==> src/rtl/ram_n.sv <==
// rtl/ram_n.sv - parametrised single-port word RAM with built-in clear sequencer
//
// Purpose: WIDTH x 2**ADDR_WIDTH word memory. After reset, and on a clear
// request, a sweep writes zero to every word, one word per cycle, while busy=1.
// Writes and clear requests made while busy=1 are ignored.
//
// Configuration macro: RAM_N_REGOUT_EN
//   defined   : out is registered (1-cycle read latency, read-before-write)
//   undefined : out is combinational (0-cycle read latency)
//
// Ports:
//   clk      in   1           rising-edge clock
//   rst_n    in   1           asynchronous active-low reset
//   address  in   ADDR_WIDTH  read/write address
//   in       in   WIDTH       write data
//   load     in   1           write enable
//   clear    in   1           request to zero the whole memory
//   out      out  WIDTH       read data (0 while busy)
//   busy     out  1           clear sweep in progress
module ram_n #(
  parameter int WIDTH      = 16,
  parameter int ADDR_WIDTH = 3
) (
  input  logic                  clk,
  input  logic                  rst_n,
  input  logic [ADDR_WIDTH-1:0] address,
  input  logic [WIDTH-1:0]      in,
  input  logic                  load,
  input  logic                  clear,
  output logic [WIDTH-1:0]      out,
  output logic                  busy
);

  localparam int DEPTH = 2 ** ADDR_WIDTH;

  typedef enum logic {
    IDLE  = 1'b0,
    CLEAR = 1'b1
  } state_t;

  state_t                  state;
  state_t                  state_nxt;
  logic [ADDR_WIDTH-1:0]   ptr;
  logic [ADDR_WIDTH-1:0]   ptr_nxt;

  logic                    mem_we;
  logic [ADDR_WIDTH-1:0]   mem_addr;
  logic [WIDTH-1:0]        mem_wdata;
  logic [WIDTH-1:0]        mem [DEPTH];

  // Reset lands in CLEAR so the memory is swept to zero after release;
  // the array itself carries no reset.
  always_ff @(posedge clk or negedge rst_n) begin
    if (!rst_n) begin
      state <= CLEAR;
      ptr   <= '0;
    end else begin
      state <= state_nxt;
      ptr   <= ptr_nxt;
    end
  end

  always_comb begin
    state_nxt = state;
    ptr_nxt   = ptr;
    mem_we    = 1'b0;
    mem_addr  = address;
    mem_wdata = in;
    case (state)
      IDLE: begin
        // clear wins over a same-cycle load
        if (clear) begin
          state_nxt = CLEAR;
          ptr_nxt   = '0;
        end else if (load) begin
          mem_we = 1'b1;
        end
      end
      CLEAR: begin
        // The sweep port owns the memory; load and clear are ignored here.
        mem_we    = 1'b1;
        mem_addr  = ptr;
        mem_wdata = '0;
        ptr_nxt   = ptr + 1'b1;  // wraps to 0 after the last word
        if (&ptr) begin
          state_nxt = IDLE;
        end
      end
      default: begin
        state_nxt = CLEAR;
        ptr_nxt   = '0;
      end
    endcase
  end

  always_ff @(posedge clk) begin
    if (mem_we) begin
      mem[mem_addr] <= mem_wdata;
    end
  end

  assign busy = (state == CLEAR);

`ifdef RAM_N_REGOUT_EN
  // Captures the pre-write word, giving read-before-write on a same-address
  // access; a cycle spent in CLEAR captures 0.
  always_ff @(posedge clk or negedge rst_n) begin
    if (!rst_n) begin
      out <= '0;
    end else if (state == CLEAR) begin
      out <= '0;
    end else begin
      out <= mem[address];
    end
  end
`else
  assign out = busy ? '0 : mem[address];
`endif

endmodule

==> config.mk <==
export PLATFORM = sky130hd
export DESIGN_NAME = ram_n
export DESIGN_NICKNAME = d
export VERILOG_FILES = /design/src/rtl/ram_n.sv
export SDC_FILE = /design/constraint.sdc
export NUM_CORES = 1
export LEC_CHECK = 0
export CORE_ASPECT_RATIO = 1.5
export CORE_MARGIN = 2
export CORE_UTILIZATION = 35
export DETAILED_ROUTE_END_ITERATION = 10
export PLACE_DENSITY = 0.6
export SLEW_MARGIN = 20
export SYNTH_ARGS = -nofsm -noshare
export SYNTH_HDL_FRONTEND = slang
export SYNTH_SLANG_ARGS = --single-unit
==> constraint.sdc <==
create_clock -name clk -period 2.7 [get_ports clk]
set_clock_uncertainty 0.2 [all_clocks]
set_input_delay 0.27 -clock clk [delete_from_list [all_inputs] [get_ports clk]]
set_output_delay 0.27 -clock clk [all_outputs]
set_load 0.1 [all_outputs]
==> results.md <==
Clock tree:
- The number of buffers inserted to repair setup after CTS is 0.
- The clock insertion delay at the later pin of the skew report is 0.40 ns.
- The clock passes through at most 2 buffers.
- CTS built an H-tree with a depth of 4.
- The clock tree from TritonCTS is yes.
- The total clock buffers created by CTS is 17.
- In this run the clock root is driven by a clkbuf_16.
- The number of clock sinks is 132.
- Clock-pin slew was measured on the worst setup and hold paths at 0.05 ns.

Die:
- In this run the count of I/O pins placed on the die edge is 40.
- The initial core utilization is 0.355.
- The number of rows in the core area is 55.
- The area of the core region is 15000 um2.
- The y dimension of the die is 155 um.
- From left edge to right edge, the die measures 105 um.
- The die covers 16200 um2.

Route:
- The length of the first detailed-routing pass in iterations is 4.
- The number of violations reported at the end of detailed-routing iteration 0 is 166.
- In the routed layout, each cell is associated on average with a via count of 4.98.
- Across all layers, the routed design uses 2874 vias.
- The post-route DRC violation count is 0.
- The final wirelength is 11000 um.
- The routed length per instance is 19.1 um.
- The remaining antenna violation count after routing is 0.

Run:
- Max-cap violations in this run came to 0.

Setup path:
- The cell seen most often among critical-path stages is buf_12.
- STA classifies the critical path startpoint as an input port.
- The number of buffer and inverter stages on the critical path is 3.
- The largest fanout on the critical path is 20.
- The arrival time of the worst setup path is 2.04 ns.
- Data on the critical path is required at its endpoint by 2.23 ns.
- For this design, the slowest cell found on the critical path is mux4_1.
- The signal on the critical path passes through clkdlybuf4s50_1 -> buf_12 -> mux4_1 -> o22ai_1 -> nor3_2 -> buf_12.
- The largest delay contributor family on the critical path is buffers and inverters.
- The reg2reg setup slack is 0.51 ns.
- The highest cell delay on the worst timing path is 0.57 ns.
- The kind of critical path is input port to output port.
- The kind of end point of the critical path is an output port.

Global route:
- The total track usage is 0.144.
- The first global-routing pass estimated 17200 um of wire.
- The number of global-route vias before repair was 3068.
- The number of antenna violations at the first check in global routing is 0.
- Global routing finished with a remaining overflow of 0.
- Entering global routing, the biggest net connects 30 pins.

Timing:
- The normalized max-slew margin is 0.597.
- The pin slew with the least headroom to its limit is 0.603 ns.
- The setup violation total in the final timing report is 0.
- Final hold analysis gives a worst-case slack of 0.337 ns.
- The aggregate negative setup slack is 0 ns.
- Setup repair after global routing left no endpoint under its margin.
- The final critical path time including I/O delays and setup is 2.51 ns.
- The final count of hold timing violations is 0.
- Based on the critical path, the design can be clocked at up to 0.399 GHz.
- The count of pins over their slew limit is 0.
- The portion of the clock cycle consumed by the worst path in the final layout is 0.928.

Power and ir drop:
- Power spread over the standard cell area amounts to 1090 nW/um2.
- The leakage dissipation is 2.36 nW.
- VDD sags by at most 663 uV.
- Summing internal, switching and leakage power gives 0.00761 W.

Logic synthesis:
- The net count of the mapped netlist is 323.
- The count of warnings emitted by yosys is 0.
- The sequential share of the synthesized area is 0.741.
- The most used flip-flop cell after synthesis is edfxtp_1.
- Counting flops with a built-in enable in the synthesized netlist gives 128.
- Counting flops and latches in the post-synthesis netlist gives 132.
- In the synthesized netlist, the number of instances is 298.
- A synthesized cell averages 17.9 um2.
- In this run the cell area of the synthesized design comes to 5320 um2.
- The number of different library cells in the post-synthesis netlist is 30.
- Of all flip-flops after synthesis, the portion carrying an async set or reset was 0.0303.

Final layout:
- The count of inserted antenna diode cells is 0.
- From synthesis to final layout, the design area changed by 31.3%.
- The share of layout cells above drive strength 1 is 0.312.
- The net count reported at finish is 390.

Place:
- The number of buffers inserted by port buffering is 39.
- The congestion estimate from routability-driven global placement came to 0.741.
- The estimated wirelength of the detail-placed design is 7180 um.

Min path:
- The min-delay analysis places its worst path in the category input port to flip-flop.

Run status:
- The run finished with clean final reports.
## layout make-up
type                       instances  area, um2
clock buffer                      17        425
clock inverter                    15        188
fill                            1332       8010
inverter                           3       11.3
multi-input combinational        144       1350
sequential                       132       3950
tap                              199        249
timing repair buffer              67        818
## report_power, final
part | leakage (nW) | internal (W) | switching [W] | total, W
sequential | 1.25 | 0.00299 | 0.000155 | 0.00314
clock | 0.296 | 0.00153 | 0.000812 | 0.00234
combinational | 0.810 | 0.000747 | 0.00138 | 0.00213
total | 2.36 | 0.00527 | 0.00235 | 0.00761
## routing by layer
layer	wire, um	track usage	part of all wire
met5	0	0	0
met4	153	0.0679	0.014
met3	399	0.0377	0.036
met2	6060	0.257	0.55
met1	4390	0.161	0.40
## layout by cell type, fill, tap and decap left out, types with 2 or more instances in the layout
cell type,count
dfrtp_1,3
clkbuf_16,17
mux2_2,16
clkinvlp_4,2
mux4_2,7
mux4_1,9
buf_12,21
o22ai_1,16
inv_1,3
nor3_2,16
clkdlybuf4s50_1,21
nor2b_1,34
nor2_2,4
a21oi_1,2
edfxtp_1,128
clkinv_2,3
nand2_1,4
bufinv_16,4
buf_4,23
clkinv_4,2
a211oi_1,16
a32oi_1,2
clkinv_1,3
nand2b_1,2
nor2_1,7
ha_1,2
## state kept, by name, indices dropped and copies added (netlist names)
name / flops
ptr: 3
busy: 1
mem: 128
## Yosys cell counts (all sizes together) (3+ instances only)
library cell  instances  area (um2)
nor2b                34         213
edfxtp              128        3840
nor3                 16        80.1
clkbuf                7        26.3
dfrtp                 3        75.1
mux4                 16         394
nand2                 4        15.0
o22ai                16         100
a211oi               16         120
nor2                 11        41.3
buf                  12        77.6
mux2                 16         180
inv                   3        11.3
## per-stage QoR
| step | area, um2 | instances | setup slack (ns) | util |
|---|---|---|---|---|
| after floorplan | 5410 | 298 | -0.0827 | - |
| after global routing | 6990 | 577 | 0.0908 | 0.466 |
| after detailed placement | 6360 | 544 | 0.180 | 0.424 |
| after CTS | 6990 | 577 | 0.176 | 0.466 |
| after global placement | 6360 | 544 | 0.181 | 0.424 |
| final | 6990 | 577 | 0.193 | 0.466 |
## worst paths after layout
kind	from	endpoint	cells after the start
worst min-delay path	clear	ptr[1]	2
worst min register to register	ptr[0]	ptr[0]	1
worst max register to register	busy	mem[7][14]	5
max in group asynchronous	rst_n	busy	2
min in group asynchronous	rst_n	ptr[2]	2
worst max-delay path	address[1]	out[5]	6
## cell families (layout without fill, tap and decap cells)
family / after synthesis / after routing / share of synthesized area
AND/OR/NAND/NOR: 68 / 68 / 0.0698
multiplexers: 32 / 32 / 0.108
buffers and inverters: 22 / 102 / 0.0216
AO/OA/AOI/OAI: 42 / 42 / 0.0546
flip-flops: 132 / 132 / 0.741
adder cells (fa/ha/maj): 2 / 2 / 0.00470
## repair_timing
action | 4_1_cts | 5_1_grt
gates resized for setup | 0 | 0
hold buffers | 1 | 0
endpoints found under the hold margin | 3 | 0
Power figures use the tool's default switching activity.
